===== src/rtl/fc_pkg.sv =====
`default_nettype none
// +--------------------------------------------------------------------------+
// | fc_pkg : shared types and helpers for the FC requantizing serializer.    |
// | Rev 1.0                                                                   |
// +--------------------------------------------------------------------------+
package fc_pkg;

  typedef enum logic [0:0] {
    IDLE = 1'b0,
    SEND = 1'b1
  } fc_ser_state_t;

  // Largest positive value representable in a signed DATA_WIDTH activation.
  function automatic int sat_limit(input int data_width);
    return (1 << (data_width - 1)) - 1;
  endfunction

  function automatic int idx_width(input int num_neurons);
    return (num_neurons > 1) ? $clog2(num_neurons) : 1;
  endfunction

endpackage
`default_nettype wire


===== src/rtl/fc_requant.sv =====
`default_nettype none
// +--------------------------------------------------------------------------+
// | fc_requant : one-element requantizer (shift, optional round, ReLU, sat). |
// | Option macro: FC_REQUANT_ROUND_EN (round half up before the shift).      |
// | Rev 1.0                                                                   |
// +--------------------------------------------------------------------------+
module fc_requant
  import fc_pkg::*;
#(
  parameter int ACC_WIDTH  = 32,
  parameter int DATA_WIDTH = 8,
  parameter int SHIFT      = 8
) (
  input  logic signed [ACC_WIDTH-1:0]  acc_in,
  output logic signed [DATA_WIDTH-1:0] act_out
);

  localparam logic signed [ACC_WIDTH:0] c_limit = (ACC_WIDTH+1)'(sat_limit(DATA_WIDTH));

  logic signed [ACC_WIDTH:0] x_ext;
  logic signed [ACC_WIDTH:0] x_adj;
  logic signed [ACC_WIDTH:0] y_shr;

  // One guard bit keeps the rounding add from ever wrapping.
  assign x_ext = {acc_in[ACC_WIDTH-1], acc_in};

`ifdef FC_REQUANT_ROUND_EN
  localparam logic signed [ACC_WIDTH:0] c_round = (ACC_WIDTH+1)'(1) << (SHIFT - 1);
  assign x_adj = x_ext + c_round;
`else
  assign x_adj = x_ext;
`endif

  assign y_shr = x_adj >>> SHIFT;

  always_comb begin
    act_out = '0;
    if (y_shr[ACC_WIDTH]) begin
      act_out = '0;
    end else if (y_shr > c_limit) begin
      act_out = c_limit[DATA_WIDTH-1:0];
    end else begin
      act_out = y_shr[DATA_WIDTH-1:0];
    end
  end

endmodule
`default_nettype wire


===== src/rtl/fc_requant_serializer.sv =====
`default_nettype none
// +--------------------------------------------------------------------------+
// | fc_requant_serializer : captures an accumulator vector, requantizes it   |
// | and replays it as a ready/valid activation stream.                       |
// | Option macro: FC_REQUANT_ROUND_EN (passed through to fc_requant).        |
// | Rev 1.0                                                                   |
// +--------------------------------------------------------------------------+
module fc_requant_serializer
  import fc_pkg::*;
#(
  parameter int NUM_NEURONS = 8,
  parameter int ACC_WIDTH   = 32,
  parameter int DATA_WIDTH  = 8,
  parameter int SHIFT       = 8
) (
  input  logic                         clk,
  input  logic                         rst_n,
  input  logic                         in_valid,
  input  logic signed [ACC_WIDTH-1:0]  in_data [NUM_NEURONS],
  output logic                         out_valid,
  input  logic                         out_ready,
  output logic signed [DATA_WIDTH-1:0] out_data,
  output logic                         out_last,
  output logic                         busy,
  output logic                         overflow,
  input  logic                         overflow_clr
);

  localparam int IDX_W = idx_width(NUM_NEURONS);
  localparam logic [IDX_W-1:0] c_last_idx = IDX_W'(NUM_NEURONS - 1);

  fc_ser_state_t               state_q, state_d;
  logic [IDX_W-1:0]            idx_q, idx_d;
  logic signed [DATA_WIDTH-1:0] buf_q [NUM_NEURONS];
  logic signed [DATA_WIDTH-1:0] buf_d [NUM_NEURONS];
  logic                        overflow_q, overflow_d;

  logic signed [DATA_WIDTH-1:0] req [NUM_NEURONS];
  logic                        hs;
  logic                        final_hs;
  logic                        ovf_set;

  for (genvar i = 0; i < NUM_NEURONS; i++) begin : g_requant
    fc_requant #(
      .ACC_WIDTH (ACC_WIDTH),
      .DATA_WIDTH(DATA_WIDTH),
      .SHIFT     (SHIFT)
    ) u_requant (
      .acc_in (in_data[i]),
      .act_out(req[i])
    );
  end

  // Outputs depend only on flops, so reset clears them without a clock edge.
  assign out_valid = (state_q == SEND);
  assign busy      = (state_q == SEND);
  assign out_last  = out_valid && (idx_q == c_last_idx);
  assign out_data  = out_valid ? buf_q[idx_q] : '0;
  assign overflow  = overflow_q;

  assign hs       = out_valid && out_ready;
  assign final_hs = hs && (idx_q == c_last_idx);

  always_comb begin
    state_d = state_q;
    idx_d   = idx_q;
    buf_d   = buf_q;
    ovf_set = 1'b0;
    case (state_q)
      IDLE: begin
        if (in_valid) begin
          state_d = SEND;
          idx_d   = '0;
          buf_d   = req;
        end
      end
      SEND: begin
        if (final_hs) begin
          idx_d = '0;
          // A vector arriving on the final beat chains on with no bubble.
          if (in_valid) begin
            buf_d = req;
          end else begin
            state_d = IDLE;
          end
        end else begin
          if (hs) begin
            idx_d = idx_q + IDX_W'(1);
          end
          if (in_valid) begin
            ovf_set = 1'b1;
          end
        end
      end
      default: begin
        state_d = IDLE;
        idx_d   = '0;
      end
    endcase
    overflow_d = ovf_set | (overflow_q & ~overflow_clr);
  end

  always_ff @(posedge clk or negedge rst_n) begin
    if (!rst_n) begin
      state_q    <= IDLE;
      idx_q      <= '0;
      buf_q      <= '{default: '0};
      overflow_q <= 1'b0;
    end else begin
      state_q    <= state_d;
      idx_q      <= idx_d;
      buf_q      <= buf_d;
      overflow_q <= overflow_d;
    end
  end

endmodule
`default_nettype wire


===== config.mk =====
export PLATFORM = sky130hd
export DESIGN_NAME = fc_requant_serializer
export DESIGN_NICKNAME = d
export VERILOG_FILES = /design/src/rtl/fc_pkg.sv /design/src/rtl/fc_requant.sv /design/src/rtl/fc_requant_serializer.sv
export SDC_FILE = /design/constraint.sdc
export NUM_CORES = 1
export LEC_CHECK = 0
export ABC_AREA = 1
export BUFFER_PORTS_ARGS = -buffer_cell sky130_fd_sc_hd__buf_2
export CORE_ASPECT_RATIO = 1.25
export CORE_MARGIN = 3
export CORE_UTILIZATION = 36
export DETAILED_ROUTE_END_ITERATION = 7
export GPL_ROUTABILITY_DRIVEN = 0
export HOLD_SLACK_MARGIN = 0.06
export PLACE_DENSITY = 0.69
export SETUP_SLACK_MARGIN = 0.1
export SYNTH_ARGS = -nofsm -noshare
export SYNTH_HDL_FRONTEND = slang
export SYNTH_SLANG_ARGS = --single-unit

===== constraint.sdc =====
create_clock -name clk -period 4.58 [get_ports clk]
set_input_delay 0.458 -clock clk [delete_from_list [all_inputs] [get_ports clk]]
set_output_delay 0.458 -clock clk [all_outputs]
set_load 0.005 [all_outputs]

; Word-level counts from Yosys, hierarchy flattened
; Cells that the tools add are included.
[totals]
ff_bits = 69
in_bits = 261
out_inout_bits = 12
wordCells = 66
[classes]
add_sub_neg = 1
order_cmp = 9
n_eq_ne = 4
n_mux = 32
bitwise_logic = 5
n_reduce_logical = 4
[op_table]
columns = operator, count
row1 = > comparator 24 x 8 -> 1 bit (second input constant), 8
row2 = two-way mux 8 bit, 19
row3 = two-way mux 64 bit, 2
row4 = case mux 64 bit (2 select lines), 1
row5 = binary-select mux 8 bit (select 3 bit), 1
row6 = two-way mux 3 bit, 3
row7 = case mux 3 bit (2 select lines), 1
row8 = greater-or-equal comparator 4 bit (second input constant), 1
row9 = two-way mux 1 bit, 4
row10 = inverter 3 -> 4 bit, 1
row11 = adder 3 x 1 -> 3 bit (second input constant), 1
row12 = == test 3 bit (second input constant), 1
row13 = logical AND 1 bit, 3
row14 = != test 3 x 1 -> 1 bit (second input constant), 1
row15 = != test 2 x 1 -> 1 bit (second input constant), 1
row16 = != test 2 bit (second input constant), 1
row17 = inverter 1 bit, 2
row18 = case mux 1 bit (2 select lines), 1
row19 = AND reduction 2 bit, 1
row20 = bitwise AND 1 bit, 1
row21 = OR 1 bit, 1

; Depth between registers and ports, before layout
[depth]
depth_word = 6
ltp_mapped = 9
ltp_nobuf = 8

; Hierarchy
; A second synthesis with hierarchy kept.
[hier_totals]
cells_unflattened = 809
area_unflattened_um2 = 5432.7
[modules_own_cells]
columns = mod, n_inst, cells_each, area_each_um2, seq_area_each_um2
row1 = fc_requant_serializer, 1, 449, 3831.2, 1726.7
row2 = fc_requant, 8, 45, 200.2, 0.0

; Least setup slack after synthesis
; OpenSTA, ideal clock, no wires.
[synth_path]
path_type = reg2out
startpoint = register idx_q[1]
endpoint = output out_data[1]
arrival_time_ns = 1.134
required_time_ns = 4.122
setup_slack_ns = 2.988
path_stages_with_launch = 7
n_path_buf = 2
cell_sequence = dfrtp_1 -> clkbuf_1 -> clkbuf_1 -> nand3_1 -> nand3_1 -> nand2_1 -> nor2_1
[synth_via]
elab_chain_cells = 5
[synth_rtl]
columns = element, line
row1 = start: declaration, fc_requant_serializer.sv:33  ; logic [IDX_W-1:0] idx_q, idx_d;
row2 = start signal: assignment, fc_requant_serializer.sv:111  ; idx_q <= idx_d;
row3 = inverter 3 -> 4 bit (not written as such), fc_requant_serializer.sv:58  ; assign out_data = out_valid ? buf_q[idx_q] : '0;
row4 = binary-select mux 8 bit (select 3 bit), fc_requant_serializer.sv:58
row5 = two-way mux 8 bit (not written as such) (2 in series), fc_requant_serializer.sv:58
row6 = two-way mux 8 bit, fc_requant_serializer.sv:58
row7 = end: declaration, fc_requant_serializer.sv:22  ; output logic signed [DATA_WIDTH-1:0] out_data,
; Every way passes these cells. The select of a mux whose other input is x is not followed.

; Final worst setup path
[layout_path]
startpoint = register idx_q[0]
endpoint = output out_data[6]
; Same word-level chain as after synthesis.

==> impl_metrics.ini <==
[place]
pre_cts_ws_ns = 1.66
dp_hpwl_mm = 8.44
io_buffer_count = 208

[drt]
dr_wl_met2_mm = 5.35
wl_per_cell_um = 10.4
drc = 0
dr_wl_met3_um = 592
drt-initial-drc-count = 254
wl_mm = 11.0
wl_met1_mm = 4.87
drt_pre_antenna_iters = 4
vias = 4591
drtAntennaViolNets = 0
dr.max_layer_used = met4
vias_per_cell = 4.33

[sta]
drv_slew = 0
finClkSkew_ns = 0.00677
final-hold-violation-count = 0
setup_tns_ns = 0
rsz0062_at_grt = false
final.setup.worst_slack_ns = 1.32
finalCritPeriodShare = 0.712
setup_violations = 0
fin_crit_ns = 3.26
tightest_slew_ns = 1.01
maxSlewHeadroom = 0.327
fmax_mhz = 307

[worst_setup_path]
worstSetupStartpointType = flip-flop
crit_type = reg -> out
cp_cell_sequence = clkinv_1 > nand2_1 > nand3_1 > nand3_1 > nand2_1 > nor2_1 > buf_2
reg2reg_to = buf_q[55]
r2r-start = idx_q[1]
max_stage_delay_ns = 0.93
crit_arrival_ns = 2.80
critPathMaxFanout = 34
crit_slowest_cell = clkinv_1
worst-path-buf-inv = 2
end_kind = output port
reg2reg_depth = 7
crit_family = buffers and inverters
rrSetupSlack_ns = 1.73
crit_required_ns = 4.12

[pwr]
p_int_mw = 1.70
power_leakage_nw = 3.45
peakVddDrop_mv = 0.238
netSwitchingPower_mw = 1.04
p_per_area_nw_per_um2 = 473
swShare = 0.379
seq_power_share = 0.404
clkPwrFrac = 0.225
power_frac_comb = 0.371

[floorplanning]
dieArea_um2 = 13500
core_um2 = 11700
core.rowCount = 44
die_x_um = 105
ios = 273
die_y_um = 129
initial_core_util = 0.373

[synthesis]
postSynthCellCount = 694
synth_cell_types = 16
async_flop_share = 1.00
syn_avg_cell_area_um2 = 6.30
synth_common_cells = 314 x nand2_1, 104 x nor2_1, 85 x inv_1
synth_edf_count = 0
ys_warn_count = 0
synth_top_area_cell = dfrtp_1
ys_seq_area_frac = 0.395
yosysMostFrequentCell = nand2_1
syn-num-nets = 957
synth_ff_type = dfrtp_1
yosys_register_bits = 69
syn_area_um2 = 4380
ys_top_cells_by_area = dfrtp_1 39%, nand2_1 27%, nor2_1 8.9%
synth_top_cell_area_share = 0.395

[clock_tree]
cts_tree = done
cts_max_level = 3
root_buffer = clkbuf_16
cts_resized = 0
cts_sinks = 69
holdBufCountCts = 0
path_clk_slew_ns = 0.05
insertion_delay_ns = 0.33
cts_buffers = 9
cts_setup_buffers = 0
clock_path_buffers = 2

[cells_and_area]
fillers = 1269
diodes = 0
nNetsFinal = 1158
drive_above_1_share = 0.260
synthToLayoutAreaGrowth_pct = 32.5

[worst_hold_path]
hp-class = in -> async

[global_route]
grt_pass1_wl_mm = 18.3
first_global_vias = 4253
grt_usage = 0.166
grt_max_degree = 70
antenna_found_initial = 0
grt.overflow.total = 0

[run_status]
status = finished clean

[flow_run]
cap_violations = 0
-- layer usage --
metal	vias up	track usage
met5	-	0
met4	0	0.0764
met3	12	0.0244
met2	119	0.286
met1	1974	0.207
li1	2486	-
-- flip-flops by register name (all words and copies together) (netlist names) --
register  cells
buf_q        64
busy          1
idx_q         3
overflow      1
-- cells in the final DEF, fill, tap and decap left out, drive strengths merged --
master	netlist	final
dfrtp	69	69
nand3	77	77
o21ai	5	5
buf	13	210
a21oi	7	7
ha	2	2
clkinv	2	4
inv	85	85
clkbuf	7	11
nor2	112	112
clkinvlp	0	2
nand2	314	314
o22ai	1	1
-- power groups by stage --
stage	Clock (mW)	Combinational (mW)	Sequential (mW)
CTS	0.637	1.04	1.11
finish	0.618	1.02	1.11
detailed placement	0	1.03	1.11
global placement	0	1.01	1.11
global route	0.665	1.20	1.15
floorplan	0	0.756	1.01
-- cells by family after synthesis --
family | synth area share
fa+ha+maj | 0.00572
flops | 0.395
compound gates | 0.0160
simple gates | 0.483
buf+inv | 0.100
-- layout make-up --
type	instances	area (um2)	area share
multi-input combinational	518	2220	0.383
sequential	69	1730	0.298
timing repair buffer	210	1060	0.182
inverter	87	327	0.0563
clock buffer	11	243	0.0419
tap	161	201	0.0348
clock inverter	4	25.0	0.00432
-- worst reg2reg max path, stage by stage, from the launching register on --
cell and delay [ns]:
dfrtp_1 0.86, ha_1 0.28, ha_1 0.16, inv_1 0.07, o21ai_2 0.23, nand2_4 0.57
inv_1 0.49, nor2_1 0.08
-- metrics by stage --
step	instances	power [mW]	util	area, um2	hold slack (ns)
after global placement	1045	2.12	0.471	5530	0.463
after CTS	1060	2.78	0.494	5800	0.307
after detailed placement	1045	2.14	0.471	5530	0.465
after global routing	1060	3.02	0.494	5800	0.325
after floorplan	694	1.77	-	4380	0.162
final	1060	2.74	0.494	5800	0.312
-- worst max path at each step --
stage	startpoint	endpoint	depth (start not counted)
after floorplan	idx_q[1]	out_data[1]	6
after global placement	idx_q[0]	out_data[5]	7
after detailed placement	idx_q[0]	out_data[5]	8
after CTS	idx_q[0]	out_data[5]	8
after global routing	idx_q[0]	out_data[1]	7
final	idx_q[0]	out_data[6]	7
No activity file was read; power rests on OpenSTA's default activity.
